**config.mk**
```make
export PLATFORM = sky130hd
export DESIGN_NAME = seq_det_ctrl
export DESIGN_NICKNAME = d
export VERILOG_FILES = /design/src/rtl/seq_det_pkg.sv /design/src/rtl/seq_match.sv /design/src/rtl/seq_det_ctrl.sv
export SDC_FILE = /design/constraint.sdc
export NUM_CORES = 1
export LEC_CHECK = 0
export CAP_MARGIN = 20
export CORE_ASPECT_RATIO = 1.5
export CORE_MARGIN = 10
export CORE_UTILIZATION = 50
export DETAILED_ROUTE_END_ITERATION = 12
export PLACE_DENSITY_LB_ADDON = 0.3
export SLEW_MARGIN = 25
export SYNTH_ARGS = -nofsm -noshare
export SYNTH_HDL_FRONTEND = slang
export SYNTH_SLANG_ARGS = --single-unit
```
**constraint.sdc**
```tcl
create_clock -name CLK -period 2.25 [get_ports CLK]
set_clock_uncertainty 0.15 [all_clocks]
set_input_delay 0.45 -clock CLK [delete_from_list [all_inputs] [get_ports CLK]]
set_output_delay 0.45 -clock CLK [all_outputs]
set_load 0.02 [all_outputs]
```
**src/rtl/seq_det_pkg.sv**
```systemverilog
// Shared types and defaults for the 10101 serial sequence detector.
package seq_det_pkg;

    typedef enum logic {
        IDLE  = 1'b0,
        SHIFT = 1'b1
    } state_e;

    localparam int                     DEF_PAT_LEN = 5;
    localparam logic [DEF_PAT_LEN-1:0] DEF_PATTERN = 5'b10101;

endpackage

```
**src/rtl/seq_match.sv**
```systemverilog
// Serial pattern matcher: rolling bit history, fill counter and a registered
// one-cycle detection pulse. History is never cleared on a match, so
// overlapping occurrences are all reported.
module seq_match
    import seq_det_pkg::*;
#(
    parameter int                 PAT_LEN = DEF_PAT_LEN,
    parameter logic [PAT_LEN-1:0] PATTERN = DEF_PATTERN
) (
    input  logic CLK,
    input  logic RST,
    input  logic bit_in,
    input  logic bit_en,
    input  logic flush,
    output logic detected
);

    localparam int                FILL_W    = $clog2(PAT_LEN + 1);
    localparam logic [FILL_W-1:0] FILL_FULL = FILL_W'(PAT_LEN);

    logic [PAT_LEN-1:0] hist_q, hist_d;
    logic [FILL_W-1:0]  fill_q, fill_d;
    logic               det_q, det_d;

    // Shift the new bit in and decide on a match against the updated history.
    always_comb begin
        hist_d = hist_q;
        fill_d = fill_q;
        det_d  = 1'b0;
        if (flush) begin
            hist_d = '0;
            fill_d = '0;
        end else if (bit_en) begin
            hist_d = {hist_q[PAT_LEN-2:0], bit_in};
            if (fill_q != FILL_FULL) begin
                fill_d = fill_q + 1'b1;
            end
            det_d = (fill_d == FILL_FULL) && (hist_d == PATTERN);
        end
    end

    // History, fill and pulse registers.
    always_ff @(posedge CLK or posedge RST) begin
        if (RST) begin
            hist_q <= '0;
            fill_q <= '0;
            det_q  <= 1'b0;
        end else begin
            hist_q <= hist_d;
            fill_q <= fill_d;
            det_q  <= det_d;
        end
    end

    assign detected = det_q;

endmodule

```
**src/rtl/seq_det_ctrl.sv**
```systemverilog
// Stream controller for the serial sequence detector: accepts words over
// valid/ready, serializes them MSB-first into seq_match and keeps a
// saturating detection count with a sticky overflow flag.
//
// Optional build macro SEQ_CTRL_FLUSH_EN: clears the matcher history after
// IDLE_FLUSH consecutive cycles without a serial bit.
//
// state | meaning
// ------+---------------------------------------------------------
// IDLE  | no word in flight, matcher not advancing
// SHIFT | word being shifted out, bit_idx = current bit (0..WORD_W-1)
module seq_det_ctrl
    import seq_det_pkg::*;
#(
    parameter int                 WORD_W     = 8,
    parameter int                 CNT_W      = 8,
    parameter int                 PAT_LEN    = DEF_PAT_LEN,
    parameter logic [PAT_LEN-1:0] PATTERN    = DEF_PATTERN,
    parameter int                 IDLE_FLUSH = 16
) (
    input  logic              CLK,
    input  logic              RST,
    input  logic              enable,
    input  logic [WORD_W-1:0] in_data,
    input  logic              in_valid,
    output logic              in_ready,
    input  logic              clear_cnt,
    output logic              code_out,
    output logic              bit_valid,
    output logic              detected,
    output logic [CNT_W-1:0]  det_count,
    output logic              overflow,
    output logic              busy
);

    localparam int               IDX_W    = (WORD_W > 1) ? $clog2(WORD_W) : 1;
    localparam logic [IDX_W-1:0] IDX_LAST = IDX_W'(WORD_W - 1);
    localparam logic [CNT_W-1:0] CNT_MAX  = '1;

    state_e              state_q, state_d;
    logic [WORD_W-1:0]   shift_q, shift_d;
    logic [IDX_W-1:0]    bit_idx_q, bit_idx_d;
    logic [CNT_W-1:0]    cnt_q, cnt_d;
    logic                ovf_q, ovf_d;
    logic                last_bit;
    logic                accept;
    logic                flush;

    assign last_bit  = (state_q == SHIFT) && (bit_idx_q == IDX_LAST);
    assign in_ready  = enable && ((state_q == IDLE) || last_bit);
    assign accept    = in_valid && in_ready;
    assign busy      = (state_q == SHIFT);
    assign bit_valid = busy;
    assign code_out  = busy && shift_q[WORD_W-1];

    // Next state for the serializer; a word accepted on the last bit reloads
    // without an idle cycle so back-to-back words stream gaplessly.
    always_comb begin
        state_d   = state_q;
        shift_d   = shift_q;
        bit_idx_d = bit_idx_q;
        case (state_q)
            IDLE: begin
                if (accept) begin
                    state_d   = SHIFT;
                    shift_d   = in_data;
                    bit_idx_d = '0;
                end
            end
            SHIFT: begin
                if (last_bit) begin
                    if (accept) begin
                        shift_d   = in_data;
                        bit_idx_d = '0;
                    end else begin
                        state_d   = IDLE;
                        shift_d   = '0;
                        bit_idx_d = '0;
                    end
                end else begin
                    shift_d   = {shift_q[WORD_W-2:0], 1'b0};
                    bit_idx_d = bit_idx_q + 1'b1;
                end
            end
            default: begin
                state_d   = IDLE;
                shift_d   = '0;
                bit_idx_d = '0;
            end
        endcase
    end

    // Serializer state registers.
    always_ff @(posedge CLK or posedge RST) begin
        if (RST) begin
            state_q   <= IDLE;
            shift_q   <= '0;
            bit_idx_q <= '0;
        end else begin
            state_q   <= state_d;
            shift_q   <= shift_d;
            bit_idx_q <= bit_idx_d;
        end
    end

    seq_match #(
        .PAT_LEN (PAT_LEN),
        .PATTERN (PATTERN)
    ) u_match (
        .CLK      (CLK),
        .RST      (RST),
        .bit_in   (code_out),
        .bit_en   (bit_valid),
        .flush    (flush),
        .detected (detected)
    );

    // cnt_q holds the committed count; the pulse in flight is folded in here
    // so det_count and overflow move in the same cycle detected is high.
    assign det_count = (detected && (cnt_q != CNT_MAX)) ? cnt_q + 1'b1 : cnt_q;
    assign overflow  = ovf_q || (detected && (cnt_q == CNT_MAX));

    // Commit the displayed count; a clear coinciding with a pulse keeps that one.
    always_comb begin
        cnt_d = det_count;
        ovf_d = overflow;
        if (clear_cnt) begin
            cnt_d = CNT_W'(detected);
            ovf_d = 1'b0;
        end
    end

    // Counter registers.
    always_ff @(posedge CLK or posedge RST) begin
        if (RST) begin
            cnt_q <= '0;
            ovf_q <= 1'b0;
        end else begin
            cnt_q <= cnt_d;
            ovf_q <= ovf_d;
        end
    end

`ifdef SEQ_CTRL_FLUSH_EN
    localparam int                IDLE_W    = $clog2(IDLE_FLUSH + 1);
    localparam logic [IDLE_W-1:0] IDLE_LAST = IDLE_W'(IDLE_FLUSH - 1);
    localparam logic [IDLE_W-1:0] IDLE_SAT  = IDLE_W'(IDLE_FLUSH);

    logic [IDLE_W-1:0] idle_q, idle_d;

    // Flush on the edge that ends the IDLE_FLUSH-th idle cycle, so a word
    // accepted on that same edge starts from an empty history.
    assign flush = !bit_valid && (idle_q == IDLE_LAST);

    // Count consecutive idle cycles, saturating once the flush threshold is hit.
    always_comb begin
        idle_d = idle_q;
        if (bit_valid) begin
            idle_d = '0;
        end else if (idle_q != IDLE_SAT) begin
            idle_d = idle_q + 1'b1;
        end
    end

    // Idle counter register.
    always_ff @(posedge CLK or posedge RST) begin
        if (RST) begin
            idle_q <= '0;
        end else begin
            idle_q <= idle_d;
        end
    end
`else
    assign flush = 1'b0;
`endif

endmodule
```
==> results.py, run 1 <==
metrics = {
    "status": {
        "outcome": "complete, but fails checks",
        "violations": "setup timing",
    },
    "hold_path": {
        "hold_start": "shift_q[3]$_DFFE_PP0P_",
        "holdPathStages": 2,
        "hold_path_class": "reg2reg",
        "holdPathEnd": "shift_q[4]$_DFFE_PP0P_",
    },
    "drt": {
        "first_iter_violations": 51,
        "avgViaCountPerCell": 5.45,
        "vias": 1265,
        "postRouteAntennaNets": 0,
        "wire_per_inst_um": 15.1,
        "drc": 0,
        "wl_um": 3510,
        "drt-pass1-iter-count": 4,
    },
    "critical_path": {
        "cp_cell_sequence": "ha_4, nand4_1, o21ai_2, buf_4, mux2_4, buf_6",
        "reg2reg_depth": 7,
        "cp_data_arrival_time_ns": 1.74,
        "crit_slowest_cell": "dfrtp_1",
        "setup.worst_path.start_class": "flip-flop",
        "cp.required_ns": 1.65,
        "critPathKind": "reg2out",
        "cp_slowest_stage_delay_ns": 0.39,
        "timing.rr.end": "shift_q[5]$_DFFE_PP0P_",
        "r2r-start": "bit_idx_q[0]$_DFFE_PP0P_",
        "end_kind": "output pin",
        "critPathBufInv": 2,
        "cp.depth": 6,
        "critical_path.top_delay_family": "flip-flops",
        "worstPathMaxFanout": 3,
        "reg2reg_slack_ns": 0.31,
    },
    "clock_network": {
        "clock_latency_ns": 0.28,
        "ctsRootBufferMaster": "clkbuf_8",
        "clk_pin_slew_ns": 0.06,
        "numCtsBuffers": 5,
        "cts_tree": "built",
        "clockBufferDepth": 2,
        "h-tree-depth": 2,
        "cts.sink_count": 29,
    },
    "timing": {
        "maxSlewHeadroom_pct": 66.4,
        "period_needed_ns": 2.34,
        "post-route-period-util_pct": 104,
        "setup_ws_ns": -0.0905,
        "max_freq_mhz": 427,
        "grt_setup_unrepaired": "yes",
        "drv_slew": 0,
        "hold_viol": 0,
        "worst_pin_slew_ns": 0.505,
        "finalSetupViolCount": 2,
    },
    "finish": {
        "drive_gt1_share_pct": 28.7,
        "antenna_cells": 0,
        "area_delta_synth_final_pct": 37.7,
        "nets": 212,
        "fin_util_pct": 73.4,
        "fill_cells": 208,
        "fin_cells": 232,
    },
    "placed_design": {
        "gp_congestion": 0.755,
        "place.port_buffers": 26,
        "dp_hpwl_um": 2610,
        "place_ws_ns": -0.214,
        "dp_cells": 219,
    },
    "global_route": {
        "grt_pass1_wl_um": 6020,
        "grt_max_degree": 30,
        "grt_pass1_vias": 1367,
        "antenna_found_initial": 0,
        "grt-ovfl-total": 0,
        "grt_use_total_pct": 13.5,
    },
    "synth": {
        "ys_ff_latch": 29,
        "async_reset_ff_share_pct": 100,
        "netlist_area_sq_mm": 0.00146,
        "synth-seq-area-share_pct": 49.8,
        "syn_inst": 142,
        "synth_area_per_cell_sq_um": 10.3,
        "synth_nets": 160,
        "synth_top_flop_cell": "dfrtp_1",
        "synth_edf_count": 0,
        "synth_cell_types": 37,
        "synth-warning-count": 0,
    },
    "floorplan": {
        "die_w_um": 64.1,
        "die_h_um": 86.1,
        "row_count": 23,
        "io_pins": 27,
        "initial_utilization_pct": 53.3,
        "die_area_sq_mm": 0.00552,
        "coreArea_sq_mm": 0.00273,
    },
    "pwr": {
        "peakVddDrop_mv": 0.727,
        "power_density_mw_per_mm2": 950,
        "leakage_nw": 0.987,
    },
    "flow_run": {
        "max-cap-violations": 0,
    },
}
cells in the mapped netlist (all sizes together), types with 2 or more instances:
cell | n | share of area (%)
and2 | 3 | 1.3
and2b | 5 | 2.7
and3 | 2 | 1.2
inv | 5 | 1.3
ha | 5 | 4.3
dfrtp | 29 | 50
buf | 4 | 1.7
and4 | 2 | 1.2
a31oi | 2 | 0.86
nor2b | 4 | 2.2
nor2 | 3 | 0.77
mux2 | 6 | 5.2
nand3b | 2 | 1.0
a22oi | 7 | 3.6
o21ai | 4 | 1.6
a21oi | 5 | 1.7
nand2b | 2 | 0.86
o22ai | 3 | 1.3
nand3 | 4 | 1.7
o211ai | 3 | 1.5
xnor2 | 5 | 3.0
nand2 | 30 | 7.7
layer usage:
metal | track usage (%) | wire [um]
met3 | 5.08 | 218
met1 | 13.0 | 1290
met4 | 8.18 | 121
met2 | 23.8 | 1870
met5 | 0 | 0
cells by family after synthesis:
family                     synth area share (%)
muxes                                      5.15
AOI/OAI and AO/OA                          12.4
DFF                                        49.8
buffers and inverters                      3.00
xor gates and xnor gates                   3.00
adders and majority gates                  4.29
and+or+nand+nor                            22.4
layout by cell type, fill, tap and decap left out, drive strengths merged, types with 3 or more instances in the layout:
| cell | Yosys | final |
|---|---|---|
| ha | 5 | 5 |
| mux2 | 6 | 6 |
| o21ai | 4 | 4 |
| xnor2 | 5 | 5 |
| and2b | 5 | 5 |
| o22ai | 3 | 3 |
| nor2 | 3 | 3 |
| buf | 4 | 32 |
| dfrtp | 29 | 29 |
| a22oi | 7 | 7 |
| nand3 | 4 | 4 |
| nand2 | 30 | 30 |
| inv | 5 | 5 |
| clkbuf | 0 | 6 |
| and2 | 3 | 3 |
| o211ai | 3 | 3 |
| clkdlybuf4s50 | 0 | 16 |
| nor2b | 4 | 4 |
| a21oi | 5 | 5 |
state kept, by name (all words and copies together) (netlist names):
signal            flops
cnt_q                 8
shift_q               8
u_match.hist_q        4
bit_idx_q             3
u_match.fill_q        3
bit_valid             1
ovf_q                 1
u_match.detected      1
final cells by class:
class                      count  area (sq um)  area share (%)
inverter                       5          18.8           0.935
multi-input combinational    104           717            35.7
clock inverter                 2          10.0           0.499
clock buffer                   6          72.6            3.62
tap                           37          46.3            2.31
timing repair buffer          49           415            20.7
sequential                    29           727            36.2
power breakdown:
group | switching [mW] | internal [mW]
combinational | 0.355 | 0.339
clock | 0.192 | 0.214
sequential | 0.125 | 0.682
total | 0.672 | 1.23
metrics by stage:
| step | TNS (ns) | area, sq um | total power, mW | hold WS, ns |
|---|---|---|---|---|
| 2_1_floorplan | 0 | 1460 | 1.28 | 0.289 |
| 3_3_place_gp | -0.728 | 1870 | 1.46 | 0.302 |
| 3_5_place_dp | -1.06 | 1870 | 1.51 | 0.312 |
| 4_1_cts | -0.146 | 1970 | 1.93 | 0.325 |
| 5_1_grt | -0.446 | 2010 | 2.06 | 0.363 |
| 6_report | -0.108 | 2010 | 1.91 | 0.330 |
worst register-to-register path: cells and delay by family, from the launching register on:
family                   cells  cell delay (ns)
AND/OR/NAND/NOR              3             0.51
adder cells (fa/ha/maj)      2             0.41
buffers and inverters        1             0.15
AO/OA/AOI/OAI                1             0.23
flip-flops                   1             0.39
worst max-delay path by stage:
stage                  startpoint      endpoint  slack, ns
2_1_floorplan  cnt_q[0]$_DFF_PP0_  det_count[6]       0.26
3_3_place_gp   cnt_q[0]$_DFF_PP0_  det_count[6]      -0.17
3_5_place_dp   cnt_q[0]$_DFF_PP0_  det_count[6]      -0.21
4_1_cts        cnt_q[0]$_DFF_PP0_  det_count[1]      -0.08
5_1_grt        cnt_q[1]$_DFF_PP0_  det_count[1]      -0.20
6_report       cnt_q[1]$_DFF_PP0_  det_count[1]      -0.09
timing repair:
item | in CTS | in global routing
resized for setup | 46 | 11
pin swaps | 3 | 3
hold buffers | 0 | 0
endpoints found under the setup margin | 13 | 9
buffers inserted | 3 | 3
(Power assumes the default switching activity.)
==> run 2: changes to the inputs <==
--- a/config.mk
+++ b/config.mk
@@ -6,10 +6,13 @@
 export NUM_CORES = 1
 export LEC_CHECK = 0
 export CAP_MARGIN = 20
+export CELL_PAD_IN_SITES_DETAIL_PLACEMENT = 1
+export CELL_PAD_IN_SITES_GLOBAL_PLACEMENT = 1
 export CORE_ASPECT_RATIO = 1.5
 export CORE_MARGIN = 10
-export CORE_UTILIZATION = 50
+export CORE_UTILIZATION = 47
 export DETAILED_ROUTE_END_ITERATION = 12
+export DONT_BUFFER_PORTS = 1
 export PLACE_DENSITY_LB_ADDON = 0.3
 export SLEW_MARGIN = 25
 export SYNTH_ARGS = -nofsm -noshare
==> results.py, run 2 (synthesis gave the netlist of run 1 again) <==
metrics = {
    "status": {
        "outcome": "complete, but fails checks",
        "violations": "setup timing",
    },
    "finish": {
        "layout_common_cells": "nand2_1 (30), dfrtp_1 (29), buf_4 (10), a22oi_1 (7)",
        "area_delta_synth_final_pct": 20.0,
        "fin_cells": 196,
        "fin_util_pct": 59.4,
        "final_common_cell": "nand2_1",
        "largestRegisters": "cnt_q x8, shift_q x8, u_match.hist_q x4",
        "nets": 174,
        "drive_gt1_share_pct": 23.6,
        "fill_cells": 342,
        "seq_area_sq_um": 726,
        "multi_input_area_sq_um": 737,
        "antenna_cells": 0,
    },
    "floorplan": {
        "die_area_sq_mm": 0.00577,
        "io_pins": 27,
        "row_count": 24,
        "initial_utilization_pct": 49.5,
        "coreArea_sq_mm": 0.00294,
        "die_h_um": 88.2,
        "die_w_um": 65.5,
    },
    "pwr": {
        "sw_frac_of_total_pct": 32.7,
        "p_int_mw": 1.38,
        "leakage_nw": 0.848,
        "sequentialPowerShare_pct": 40.2,
        "clkPwrFrac_pct": 31.4,
        "power_density_mw_per_mm2": 1170,
        "p_sw_uw": 672,
        "p_comb_share_pct": 28.4,
        "peakVddDrop_mv": 0.680,
    },
    "timing": {
        "holdWs_ns": 0.0555,
        "hold_viol": 0,
        "post-route-period-util_pct": 100,
        "worst_pin_slew_ns": 0.562,
        "finalSetupViolCount": 1,
        "setup_tns_ns": -0.00431,
        "max_freq_mhz": 444,
        "drv_slew": 0,
        "maxSlewHeadroom_pct": 62.6,
        "grt_setup_unrepaired": "yes",
        "setup_ws_ns": -0.00431,
        "period_needed_ns": 2.25,
    },
    "placed_design": {
        "place.port_buffers": 0,
        "gp_congestion": 0.808,
        "dp_cells": 182,
        "dp_hpwl_um": 2520,
    },
    "clock_network": {
        "cts.sink_count": 29,
        "h-tree-depth": 2,
        "clk_pin_slew_ns": 0.07,
        "numCtsBuffers": 5,
        "cts_tree": "built",
        "clockBufferDepth": 2,
        "ctsRootBufferMaster": "clkbuf_8",
        "clock_latency_ns": 0.29,
    },
    "critical_path": {
        "end_kind": "output pin",
        "reg2reg_depth": 6,
        "cp_cell_sequence": "ha_4, nand4_1, o21ai_4, mux2_4",
        "worstPathMaxFanout": 4,
        "cp.depth": 4,
        "critical_path.top_delay_family": "flip-flops",
        "cp.required_ns": 1.65,
        "critPathKind": "reg2out",
        "cp_data_arrival_time_ns": 1.65,
        "cp_slowest_stage_delay_ns": 0.40,
        "setup.worst_path.start_class": "flip-flop",
        "crit_slowest_cell": "dfrtp_1",
        "critPathBufInv": 0,
    },
    "hold_path": {
        "hold_path_class": "in2reg",
        "holdPathStages": 1,
    },
    "drt": {
        "wire_per_inst_um": 18.3,
        "first_iter_violations": 44,
        "drc": 0,
        "postRouteAntennaNets": 0,
        "drt-pass1-iter-count": 5,
        "avgViaCountPerCell": 5.66,
        "vias": 1110,
        "wl_um": 3580,
    },
    "global_route": {
        "grt_max_degree": 18,
        "grt_pass1_wl_um": 5890,
        "grt-ovfl-total": 0,
        "antenna_found_initial": 0,
        "grt_use_total_pct": 13.2,
        "grt_pass1_vias": 1222,
    },
    "flow_run": {
        "max-cap-violations": 0,
    },
}
-- run 2: cell count changes in the layout (fill, tap and decap cells not counted), sizes merged --
cell           delta
buf              -22
dlygate4sd3       +1
clkdlybuf4s15     -1
bufinv            +2
clkdlybuf4s50    -16
clkbuf            -1
clkinv            -1
-- run 2: worst reg2reg max path, stage by stage, from the launching register on --
cell and delay [ns]:
dfrtp_1 0.40, ha_1 0.22, ha_1 0.23, nand2b_4 0.17
and3_1 0.30, a22oi_1 0.23, nand2_1 0.08
-- run 2: final timing paths --
path	start	end	slack (ns)
max reg2reg	bit_idx_q[0]$_DFFE_PP0P_	shift_q[4]$_DFFE_PP0P_	0.35
min in group asynchronous	RST	cnt_q[6]$_DFF_PP0_	0.47
max in group asynchronous	RST	bit_idx_q[1]$_DFFE_PP0P_	0.85
min reg2reg	shift_q[1]$_DFFE_PP0P_	shift_q[2]$_DFFE_PP0P_	0.33
min	clear_cnt	cnt_q[6]$_DFF_PP0_	0.06
max	cnt_q[0]$_DFF_PP0_	det_count[1]	-0.004
-- run 2: what timing repair did --
action	4_1_cts	5_1_grt
buffers inserted	4	1
resized for setup	5	6
hold endpoints to repair	12	0
pin swaps	1	3
endpoints found under the setup margin	8	7
hold buffers	1	0
-- run 2: cell type report --
cell class                      instances  area share [%]
Clock buffer                            5            3.93
Clock inverter                          3            3.72
Inverter                                5            1.07
Multi-Input combinational cell        104            42.1
Sequential cell                        29            41.5
Tap cell                               39            2.79
Timing Repair Buffer                   11            4.86
-- run 2: power by group through the flow --
stage / registers [mW] / logic, mW / clock network (mW)
CTS: 0.825 / 0.589 / 0.663
detailed placement: 0.834 / 0.576 / 0
global placement: 0.815 / 0.535 / 0
finish: 0.825 / 0.583 / 0.645
global route: 0.855 / 0.688 / 0.683
floorplan: 0.778 / 0.503 / 0
-- run 2: layer usage --
metal	track usage, %	share of wire, %
met1	12.5	35
met2	24.1	57
met3	5.24	5.9
met4	6.45	2.0
met5	0	0
-- run 2: per-stage QoR --
| step | worst slack [ns] | instance area (sq um) | total power [mW] |
|---|---|---|---|
| after floorplan | 0.259 | 1460 | 1.28 |
| final | -0.00431 | 1750 | 2.05 |
| after detailed placement | 0.148 | 1520 | 1.41 |
| after global placement | 0.223 | 1520 | 1.35 |
| after global routing | -0.0854 | 1750 | 2.23 |
| after CTS | -0.0108 | 1710 | 2.08 |
==> run 3: changes to the inputs <==
--- a/config.mk
+++ b/config.mk
@@ -10,10 +10,9 @@
 export CELL_PAD_IN_SITES_GLOBAL_PLACEMENT = 1
 export CORE_ASPECT_RATIO = 1.5
 export CORE_MARGIN = 10
-export CORE_UTILIZATION = 47
+export CORE_UTILIZATION = 39
 export DETAILED_ROUTE_END_ITERATION = 12
-export DONT_BUFFER_PORTS = 1
-export PLACE_DENSITY_LB_ADDON = 0.3
+export PLACE_DENSITY_LB_ADDON = 0.1
 export SLEW_MARGIN = 25
 export SYNTH_ARGS = -nofsm -noshare
 export SYNTH_HDL_FRONTEND = slang
==> results.py, run 3 (synthesis gave the netlist of run 1 again) <==
metrics = {
    "critical_path": {
        "crit_slowest_cell": "dfrtp_1",
        "critPathKind": "reg2out",
        "end_kind": "output pin",
        "cp.required_ns": 1.65,
        "worstPathMaxFanout": 3,
        "cp_slowest_stage_delay_ns": 0.40,
        "setup.worst_path.start_class": "flip-flop",
        "cp_cell_sequence": "ha_4, and4_4, and3_4, mux2_4, buf_6",
        "cp_data_arrival_time_ns": 1.67,
    },
    "flow_run": {
        "max-cap-violations": 0,
    },
    "floorplan": {
        "die_h_um": 94.9,
        "row_count": 27,
        "die_area_sq_mm": 0.00663,
        "die_w_um": 69.9,
        "initial_utilization_pct": 40.0,
        "io_pins": 27,
        "coreArea_sq_mm": 0.00365,
    },
    "timing": {
        "setup_tns_ns": -0.0456,
        "period_needed_ns": 2.27,
        "max_freq_mhz": 440,
        "post-route-period-util_pct": 101,
        "grt_setup_unrepaired": "yes",
        "worst_pin_slew_ns": 0.486,
        "maxSlewHeadroom_pct": 67.5,
        "hold_viol": 0,
        "drv_slew": 0,
        "setup_ws_ns": -0.0236,
        "finalSetupViolCount": 2,
    },
    "clock_network": {
        "cts_tree": "built",
        "numCtsBuffers": 5,
        "ctsRootBufferMaster": "clkbuf_8",
        "clockBufferDepth": 2,
        "clk_pin_slew_ns": 0.06,
        "h-tree-depth": 2,
        "cts.sink_count": 29,
        "ctsHoldBuffers": 0,
        "clock_latency_ns": 0.28,
    },
    "finish": {
        "layout_common_cells": "buf_4 (32), nand2_1 (30), dfrtp_1 (29), clkdlybuf4s50_1 (15), a22oi_1 (7)",
        "final_common_cell": "buf_4",
        "fill_cells": 414,
        "drive_gt1_share_pct": 29.8,
        "multi_input_area_sq_um": 712,
        "antenna_cells": 0,
        "fin_cells": 241,
        "area_delta_synth_final_pct": 41.5,
        "largestRegisters": "cnt_q x8, shift_q x8, u_match.hist_q x4",
        "seq_area_sq_um": 726,
        "nets": 215,
    },
    "drt": {
        "drc": 0,
        "vias": 1234,
        "first_iter_violations": 40,
        "drt-pass1-iter-count": 2,
        "postRouteAntennaNets": 0,
        "avgViaCountPerCell": 5.12,
        "wire_per_inst_um": 16.4,
        "wl_um": 3960,
    },
    "global_route": {
        "grt_max_degree": 30,
        "grt_pass1_vias": 1358,
        "antenna_found_initial": 0,
        "grt_pass1_wl_um": 6530,
        "grt_use_total_pct": 12.1,
        "grt-ovfl-total": 0,
    },
    "pwr": {
        "leakage_nw": 1.03,
        "sw_frac_of_total_pct": 33.3,
        "p_int_mw": 1.40,
        "peakVddDrop_mv": 0.713,
        "sequentialPowerShare_pct": 37.7,
        "p_comb_share_pct": 35.5,
        "clkPwrFrac_pct": 26.8,
        "power_density_mw_per_mm2": 1020,
        "p_sw_uw": 696,
    },
    "status": {
        "outcome": "complete, but fails checks",
        "violations": "setup timing",
    },
    "placed_design": {
        "dp_hpwl_um": 2940,
        "place.port_buffers": 26,
        "gp_congestion": 0.778,
        "dp_cells": 227,
    },
    "hold_path": {
        "hold_path_class": "reg2reg",
    },
}
run 3: final cells by class:
type | instances | share of cell area [%]
timing repair buffer | 52 | 21.1
tap | 43 | 2.61
inverter | 5 | 0.910
multi-input combinational | 104 | 34.5
sequential | 29 | 35.2
clock inverter | 1 | 1.46
clock buffer | 7 | 4.19
run 3: power groups by stage:
stage / clock network [mW] / registers, mW / logic (mW)
final: 0.562 / 0.789 / 0.743
after global routing: 0.603 / 0.810 / 0.841
after CTS: 0.577 / 0.791 / 0.762
after detailed placement: 0 / 0.799 / 0.761
after global placement: 0 / 0.785 / 0.716
after floorplan: 0 / 0.778 / 0.503
run 3: metrics by stage:
step	hold slack (ns)	instance area (sq um)	total power [mW]	utilization [%]	worst slack, ns
floorplan	0.289	1460	1.28	-	0.259
global placement	0.300	1900	1.50	52.0	-0.215
detailed placement	0.304	1900	1.56	52.0	-0.284
CTS	0.322	2030	2.13	55.7	-0.0544
global route	0.346	2060	2.25	56.5	-0.141
finish	0.318	2060	2.09	56.5	-0.0236
run 3: final timing paths:
kind / start / end / slack, ns / depth (start not counted)
worst max-delay path: cnt_q[0]$_DFF_PP0_ / det_count[6] / -0.02 / 5
worst min-delay path: shift_q[6]$_DFFE_PP0P_ / shift_q[7]$_DFFE_PP0P_ / 0.32 / 2
worst max register to register: bit_idx_q[0]$_DFFE_PP0P_ / shift_q[5]$_DFFE_PP0P_ / 0.30 / 7
worst min register to register: shift_q[6]$_DFFE_PP0P_ / shift_q[7]$_DFFE_PP0P_ / 0.32 / 2
max in group asynchronous: RST / u_match.fill_q[1]$_DFFE_PP0P_ / 1.25 / 3
min in group asynchronous: RST / shift_q[5]$_DFFE_PP0P_ / 0.41 / 3
run 3: critical path: cells and delay by family, from the launching register on:
| family | cells | cell delay [ns] |
|---|---|---|
| AND/OR/NAND/NOR | 2 | 0.39 |
| flip-flops | 1 | 0.40 |
| adder cells (fa/ha/maj) | 1 | 0.16 |
| buffers and inverters | 1 | 0.13 |
| multiplexers | 1 | 0.31 |
run 3: timing repair:
| action | CTS | global route |
|---|---|---|
| hold endpoints to repair | 0 | 0 |
| buffers inserted | 3 | 3 |
| gates resized for setup | 50 | 8 |
| setup endpoints to repair | 10 | 11 |
| pin swaps | 5 | 5 |
run 3: metal layers:
metal / vias up / global-route usage [%] / part of all wire [%]
li1: 605 / - / -
met1: 600 / 12.3 / 39
met2: 23 / 22.0 / 56
met3: 6 / 3.78 / 3.4
met4: 0 / 5.94 / 1.8
met5: - / 0 / 0
